**src/rtl/rcu_cfg.sv**
```systemverilog
// ---------------------------------------------------------------------------
// rcu_cfg -- receiver control unit for a configurable asynchronous serial RX.
//
// Sequences one frame: start bit, 5..MAX_DATA_BITS data bits, an optional
// parity bit and one or two stop bits. The bit timer, the receive shift
// register, the stop-bit checker and the RX buffer are external. This block
// tells them when to run, shift, clear and load, and it keeps the status
// flags.
//
// The frame format (length, parity enable/sense, stop count) is captured
// when the start edge is accepted. Changing those inputs during a frame has
// no effect until the next frame.
//
// Ports
//   clk                  system clock, rising-edge active
//   n_rst                asynchronous active-low reset
//   new_packet_detected  start-edge pulse from the edge detector
//   bit_strobe           one-cycle pulse at each bit centre
//   bit_val              sampled line value, valid with bit_strobe
//   data_bits            data-field length (clamped to 5..MAX_DATA_BITS)
//   parity_en            parity bit present
//   parity_odd           1 = odd parity, 0 = even parity
//   two_stop             1 = two stop bits, 0 = one stop bit
//   data_read            consumer acknowledge of the buffered byte
//   sbc_clear            one-cycle clear of the stop-bit checker / staging
//   enable_timer         run the bit timer (START, DATA, PARITY, STOP)
//   shift_enable         shift bit_val into the shift register (DATA only)
//   load_buffer          one-cycle copy of the shift register to the buffer
//   data_ready           RX buffer holds unread data
//   framing_error        last completed frame had a low stop bit
//   parity_error         last completed frame had a parity mismatch
//   overrun_error        unread data was overwritten by a new frame
// ---------------------------------------------------------------------------
module rcu_cfg #(
    parameter int MAX_DATA_BITS = 8,
    parameter int CNT_W         = $clog2(MAX_DATA_BITS + 1)
) (
    input  logic             clk,
    input  logic             n_rst,
    input  logic             new_packet_detected,
    input  logic             bit_strobe,
    input  logic             bit_val,
    input  logic [CNT_W-1:0] data_bits,
    input  logic             parity_en,
    input  logic             parity_odd,
    input  logic             two_stop,
    input  logic             data_read,
    output logic             sbc_clear,
    output logic             enable_timer,
    output logic             shift_enable,
    output logic             load_buffer,
    output logic             data_ready,
    output logic             framing_error,
    output logic             parity_error,
    output logic             overrun_error
);

    typedef enum logic [2:0] {
        IDLE,
        CLEAR,
        START,
        DATA,
        PARITY,
        STOP,
        CHECK,
        LOAD
    } state_t;

    localparam logic [CNT_W-1:0] MIN_LEN = CNT_W'(5);
    localparam logic [CNT_W-1:0] MAX_LEN = CNT_W'(MAX_DATA_BITS);

    state_t           state;
    state_t           next_state;

    // Frame format captured at the start edge.
    logic [CNT_W-1:0] len_q;
    logic             par_en_q;
    logic             par_odd_q;
    logic             two_stop_q;

    // Per-frame working state.
    logic [CNT_W-1:0] bit_cnt;
    logic [CNT_W-1:0] bit_cnt_inc;
    logic [CNT_W-1:0] len_clamped;
    logic             par_acc;     // running XOR of the data bits
    logic             stage_fe;    // framing error seen on any stop bit
    logic             stage_pe;    // parity mismatch seen on the parity bit
    logic             stop_seen;   // first of two stop bits already sampled

    // Out-of-range lengths are folded into the supported range at capture
    // time, so the DATA exit compare never has to handle them.
    always_comb begin
        len_clamped = data_bits;
        if (data_bits < MIN_LEN) begin
            len_clamped = MIN_LEN;
        end else if (data_bits > MAX_LEN) begin
            len_clamped = MAX_LEN;
        end
    end

    assign bit_cnt_inc = bit_cnt + CNT_W'(1);

    // -----------------------------------------------------------------------
    // State register
    // -----------------------------------------------------------------------
    // NOTE: sequential state uses non-blocking assignments so every flop
    // samples the pre-edge values; blocking here would create order-dependent
    // simulation and a mismatch against synthesis.
    always_ff @(posedge clk or negedge n_rst) begin
        if (!n_rst) begin
            state <= IDLE;
        end else begin
            state <= next_state;
        end
    end

    // -----------------------------------------------------------------------
    // Next-state logic
    // -----------------------------------------------------------------------
    // NOTE: next_state gets a default before the case so that every path
    // assigns it; a missing branch would otherwise infer a latch.
    always_comb begin
        next_state = state;
        unique case (state)
            IDLE: begin
                if (new_packet_detected) begin
                    next_state = CLEAR;
                end
            end
            CLEAR: begin
                next_state = START;
            end
            START: begin
                // A high start sample is a glitch, not a frame: drop it.
                if (bit_strobe) begin
                    next_state = bit_val ? IDLE : DATA;
                end
            end
            DATA: begin
                if (bit_strobe && (bit_cnt_inc == len_q)) begin
                    next_state = par_en_q ? PARITY : STOP;
                end
            end
            PARITY: begin
                if (bit_strobe) begin
                    next_state = STOP;
                end
            end
            STOP: begin
                if (bit_strobe) begin
                    next_state = (two_stop_q && !stop_seen) ? STOP : CHECK;
                end
            end
            CHECK: begin
                next_state = (stage_fe || stage_pe) ? IDLE : LOAD;
            end
            LOAD: begin
                next_state = IDLE;
            end
            default: begin
                next_state = IDLE;
            end
        endcase
    end

    // -----------------------------------------------------------------------
    // Moore outputs (shift_enable is the only Mealy term)
    // -----------------------------------------------------------------------
    assign sbc_clear    = (state == CLEAR);
    assign load_buffer  = (state == LOAD);
    assign enable_timer = (state == START) || (state == DATA) ||
                          (state == PARITY) || (state == STOP);
    assign shift_enable = (state == DATA) && bit_strobe;

    // -----------------------------------------------------------------------
    // Config capture, bit counter, parity accumulator, error staging and
    // the framing/parity status flags.
    // -----------------------------------------------------------------------
    always_ff @(posedge clk or negedge n_rst) begin
        if (!n_rst) begin
            len_q         <= '0;
            par_en_q      <= 1'b0;
            par_odd_q     <= 1'b0;
            two_stop_q    <= 1'b0;
            bit_cnt       <= '0;
            par_acc       <= 1'b0;
            stage_fe      <= 1'b0;
            stage_pe      <= 1'b0;
            stop_seen     <= 1'b0;
            framing_error <= 1'b0;
            parity_error  <= 1'b0;
        end else begin
            unique case (state)
                IDLE: begin
                    if (new_packet_detected) begin
                        len_q      <= len_clamped;
                        par_en_q   <= parity_en;
                        par_odd_q  <= parity_odd;
                        two_stop_q <= two_stop;
                    end
                end
                CLEAR: begin
                    bit_cnt   <= '0;
                    par_acc   <= 1'b0;
                    stage_fe  <= 1'b0;
                    stage_pe  <= 1'b0;
                    stop_seen <= 1'b0;
                end
                DATA: begin
                    if (bit_strobe) begin
                        par_acc <= par_acc ^ bit_val;
                        bit_cnt <= bit_cnt_inc;
                    end
                end
                PARITY: begin
                    // XOR over data plus parity is 1 for an odd count of ones.
                    if (bit_strobe) begin
                        stage_pe <= ((par_acc ^ bit_val) != par_odd_q);
                    end
                end
                STOP: begin
                    // Sticky, so a bad first stop bit survives a good second.
                    if (bit_strobe) begin
                        if (!bit_val) begin
                            stage_fe <= 1'b1;
                        end
                        stop_seen <= 1'b1;
                    end
                end
                CHECK: begin
                    framing_error <= stage_fe;
                    parity_error  <= stage_pe;
                end
                default: begin
                end
            endcase
        end
    end

    // -----------------------------------------------------------------------
    // RX buffer status. A load coinciding with the consumer's acknowledge
    // replaces the byte just read, so it is neither an overrun nor a reason
    // to drop data_ready.
    // -----------------------------------------------------------------------
    always_ff @(posedge clk or negedge n_rst) begin
        if (!n_rst) begin
            data_ready    <= 1'b0;
            overrun_error <= 1'b0;
        end else if (state == LOAD) begin
            data_ready <= 1'b1;
            if (data_read) begin
                overrun_error <= 1'b0;
            end else if (data_ready) begin
                overrun_error <= 1'b1;
            end
        end else if (data_read) begin
            data_ready    <= 1'b0;
            overrun_error <= 1'b0;
        end
    end

endmodule

```
**config.mk**
```make
export PLATFORM = sky130hd
export DESIGN_NAME = rcu_cfg
export DESIGN_NICKNAME = d
export VERILOG_FILES = /design/src/rtl/rcu_cfg.sv
export SDC_FILE = /design/constraint.sdc
export NUM_CORES = 1
export LEC_CHECK = 0
export BUFFER_PORTS_ARGS = -buffer_cell sky130_fd_sc_hd__buf_2
export CAP_MARGIN = 20
export CORE_UTILIZATION = 25
export CTS_CLUSTER_SIZE = 28
export DETAILED_ROUTE_END_ITERATION = 8
export PLACE_DENSITY = 0.5
export SYNTH_ARGS = -nofsm -noshare
export SYNTH_HDL_FRONTEND = slang
export SYNTH_SLANG_ARGS = --single-unit
export TNS_END_PERCENT = 30
```
**constraint.sdc**
```tcl
create_clock -name clk -period 1.8 [get_ports clk]
set_input_delay 0.18 -clock clk [delete_from_list [all_inputs] [get_ports clk]]
set_output_delay 0.18 -clock clk [all_outputs]
set_load 0.02 [all_outputs]
```
==> flow_summary.toml <==
[route]
ant_nets = 0
num_vias = 916
dr.first_iter.drc_count = 46
via_per_inst = 4.87
wire_per_inst_um = 13.0
totalWireLength_um = 2450
drc = 0
dr.pass1.iters = 4

[sta]
finalHoldViolCount = 0
min_period_ns = 1.68
relSlewSlack_pct = 66.2
hold_slack_ns = 0.0727
fmax_ghz = 0.594
tns_ns = 0
finalClockSkew_ns = 0.00897
finalSetupViolCount = 0
worst_pin_slew_ns = 0.508
rsz0062_at_grt = "false"
fin_crit_sh_pct = 93.5
drv_slew = 0

[layout]
layout_common_cells = "buf_2 (20), dfrtp_1 (19), nor2_1 (10)"
fin_nets = 151
drive_gt1_share_pct = 32.4
fill_cells = 472
mostFrequentLayoutCell = "buf_2"
syn_to_final_growth_pct = 22.5
antennaDiodeCount = 0

[cts]
cts.sinks = 22
clk_pin_slew_ns = 0.09
clock_path_buffers = 2
clk_latency_ns = 0.27
cts_root_buffer = "clkbuf_8"
post_cts_buffers = 0
htree_levels = 1
cts_tree = "done"
numCtsBuffers = 3

[placement]
port_buffers = 20
gp_congestion = 0.740
dp_hpwl_um = 1830

[setup_path]
crit_path_cell_trace = "buf_4, nor3b_4, buf_4, buf_2"
cpPeakStageDelay_ns = 0.48
cp_data_arrival_time_ns = 1.50
end_kind = "primary output"
path_class = "register to primary output"
crit_required_ns = 1.62
start_kind = "register"
rr_startpoint = "bit_cnt[1]"
critPathMostFrequentCell = "buf_4"
cp-startpoint = "state[1]"
worstPathMaxFanout = 10
critical-path-slowest-cell = "dfrtp_2"

[pwr]
power_density_nw_per_um2 = 1670
p_leak_nw = 0.646
vdd_ir_drop_max_mv = 0.730

[synthesis]
ys_seq_elements = 22
syn_nets = 123
ys.warnings.count = 0
syn_area_per_cell_um2 = 10.5
synth_cells = 109
yosysUniqueCellTypes = 36
synth_area_um2 = 1150
ys_seq_area_share_pct = 48.0

[floorplan]
ioPinCount = 21
rows = 24
start_util_pct = 26.2
core_area_um2 = 4380
die_w_um = 69.7
die-area_um2 = 4860
dieHeight_um = 69.7

[run]
max_cap_viol_count = 0

[run_status]
status = "finished clean"

[grt]
grt_max_degree = 23
grt.total_usage_pct = 11.2
grt_overflow_total = 0
antenna_found_initial = 0
first_global_vias = 955
grt_pass1_wl_um = 4360

[hold_path]
hp-start = "data_read"
hp-class = "primary input to register"
-- layer usage --
| metal | vias up | global-route usage (%) | part of all wire, % |
|---|---|---|---|
| li1 | 446 | - | - |
| met1 | 437 | 14.3 | 45 |
| met2 | 31 | 18.4 | 49 |
| met3 | 2 | 3.63 | 5.8 |
| met4 | 0 | 2.67 | 0.37 |
| met5 | - | 0 | 0 |
-- path summary, 6_finish.rpt --
kind	end	slack (ns)	depth (start not counted)
setup / recovery	sbc_clear	0.12	4
hold / removal	overrun_error	0.07	2
setup reg to reg	state[0]	0.14	5
hold reg to reg	overrun_error	0.50	2
max in group asynchronous	state[2]	1.03	2
min in group asynchronous	par_acc	0.40	2
-- critical path: cells and delay by family, from the launching register on --
kind / cells / cell delay, ns
buf+inv: 3 / 0.50
flops: 1 / 0.48
simple gates: 1 / 0.25
-- report_power, final --
part	switching (mW)	internal, mW
clock network	0.166	0.195
registers	0.198	0.682
logic	0.602	0.506
-- metrics by stage --
| stage | cell area [um^2] | setup slack, ns | instances | utilization, % | total power [mW] |
|---|---|---|---|---|---|
| 6_report | 1410 | 0.117 | 188 | 32.0 | 2.35 |
| 5_1_grt | 1410 | 0.0170 | 188 | 32.0 | 2.56 |
| 4_1_cts | 1400 | 0.0578 | 188 | 32.0 | 2.37 |
| 3_5_place_dp | 1330 | 0.133 | 183 | 30.3 | 1.98 |
| 3_3_place_gp | 1330 | 0.180 | 183 | 30.3 | 1.94 |
| 2_1_floorplan | 1150 | 0.165 | 109 | - | 1.66 |
-- registers in the layout (all words and copies together), names as in the netlist --
name and count:
bit_cnt 4, len_q 4, state 3, data_ready 1, framing_error 1, overrun_error 1
par_acc 1, par_en_q 1, par_odd_q 1, parity_error 1, stage_fe 1, stage_pe 1
stop_seen 1, two_stop_q 1
-- kinds of logic (layout without fill, tap and decap cells) --
| kind of cell | count (synthesis) | after routing | synth area share [%] |
|---|---|---|---|
| mux | 6 | 6 | 5.89 |
| flops | 22 | 22 | 48.0 |
| fa+ha+maj | 1 | 1 | 1.09 |
| simple gates | 31 | 31 | 15.6 |
| xor+xnor | 9 | 9 | 7.53 |
| compound gates | 30 | 30 | 17.9 |
| buf+inv | 10 | 37 | 4.03 |
-- layout make-up --
type / count / area, um^2 / area share, %
clock buffers: 4 / 55.1 / 3.92
inverters: 7 / 26.3 / 1.87
multi-input cells: 77 / 557 / 39.6
flip-flops and latches: 22 / 554 / 39.4
well taps: 52 / 65.1 / 4.63
repair buffers: 26 / 148 / 10.5
-- Yosys cell counts --
cell | number | area share [%]
nand3_2 | 1 | 0.87
xnor2_2 | 1 | 1.4
a21o_1 | 1 | 0.65
nor3_2 | 1 | 0.87
a31oi_1 | 2 | 1.1
nand4b_1 | 1 | 0.76
a32oi_1 | 1 | 0.76
buf_4 | 2 | 1.3
nand4_1 | 1 | 0.55
a21oi_1 | 3 | 1.3
nor3b_2 | 1 | 1.1
nand3b_1 | 1 | 0.65
mux2_1 | 4 | 3.9
nor3_1 | 2 | 0.87
mux2_2 | 2 | 2.0
nor2_1 | 10 | 3.3
and3_1 | 1 | 0.55
inv_1 | 3 | 0.98
buf_2 | 1 | 0.44
nand3_1 | 2 | 0.87
o32a_1 | 1 | 0.87
o31ai_4 | 1 | 1.9
and2_1 | 1 | 0.55
dfrtp_1 | 22 | 48
xnor2_1 | 5 | 3.8
nor2b_1 | 1 | 0.55
a41oi_1 | 2 | 1.5
xor2_1 | 3 | 2.3
nand2_1 | 7 | 2.3
nand4_4 | 1 | 1.9
o21ai_1 | 7 | 3.1
o31ai_1 | 5 | 3.3
ha_1 | 1 | 1.1
a221o_1 | 1 | 0.87
inv_2 | 4 | 1.3
o21ai_0 | 6 | 2.6
-- timing repair --
item,4_1_cts,5_1_grt
endpoints found under the setup margin,1,2
hold buffers,1,0
resized for setup,1,3
hold endpoints to repair,22,0
Note: power is estimated with default switching activity, not from simulation.
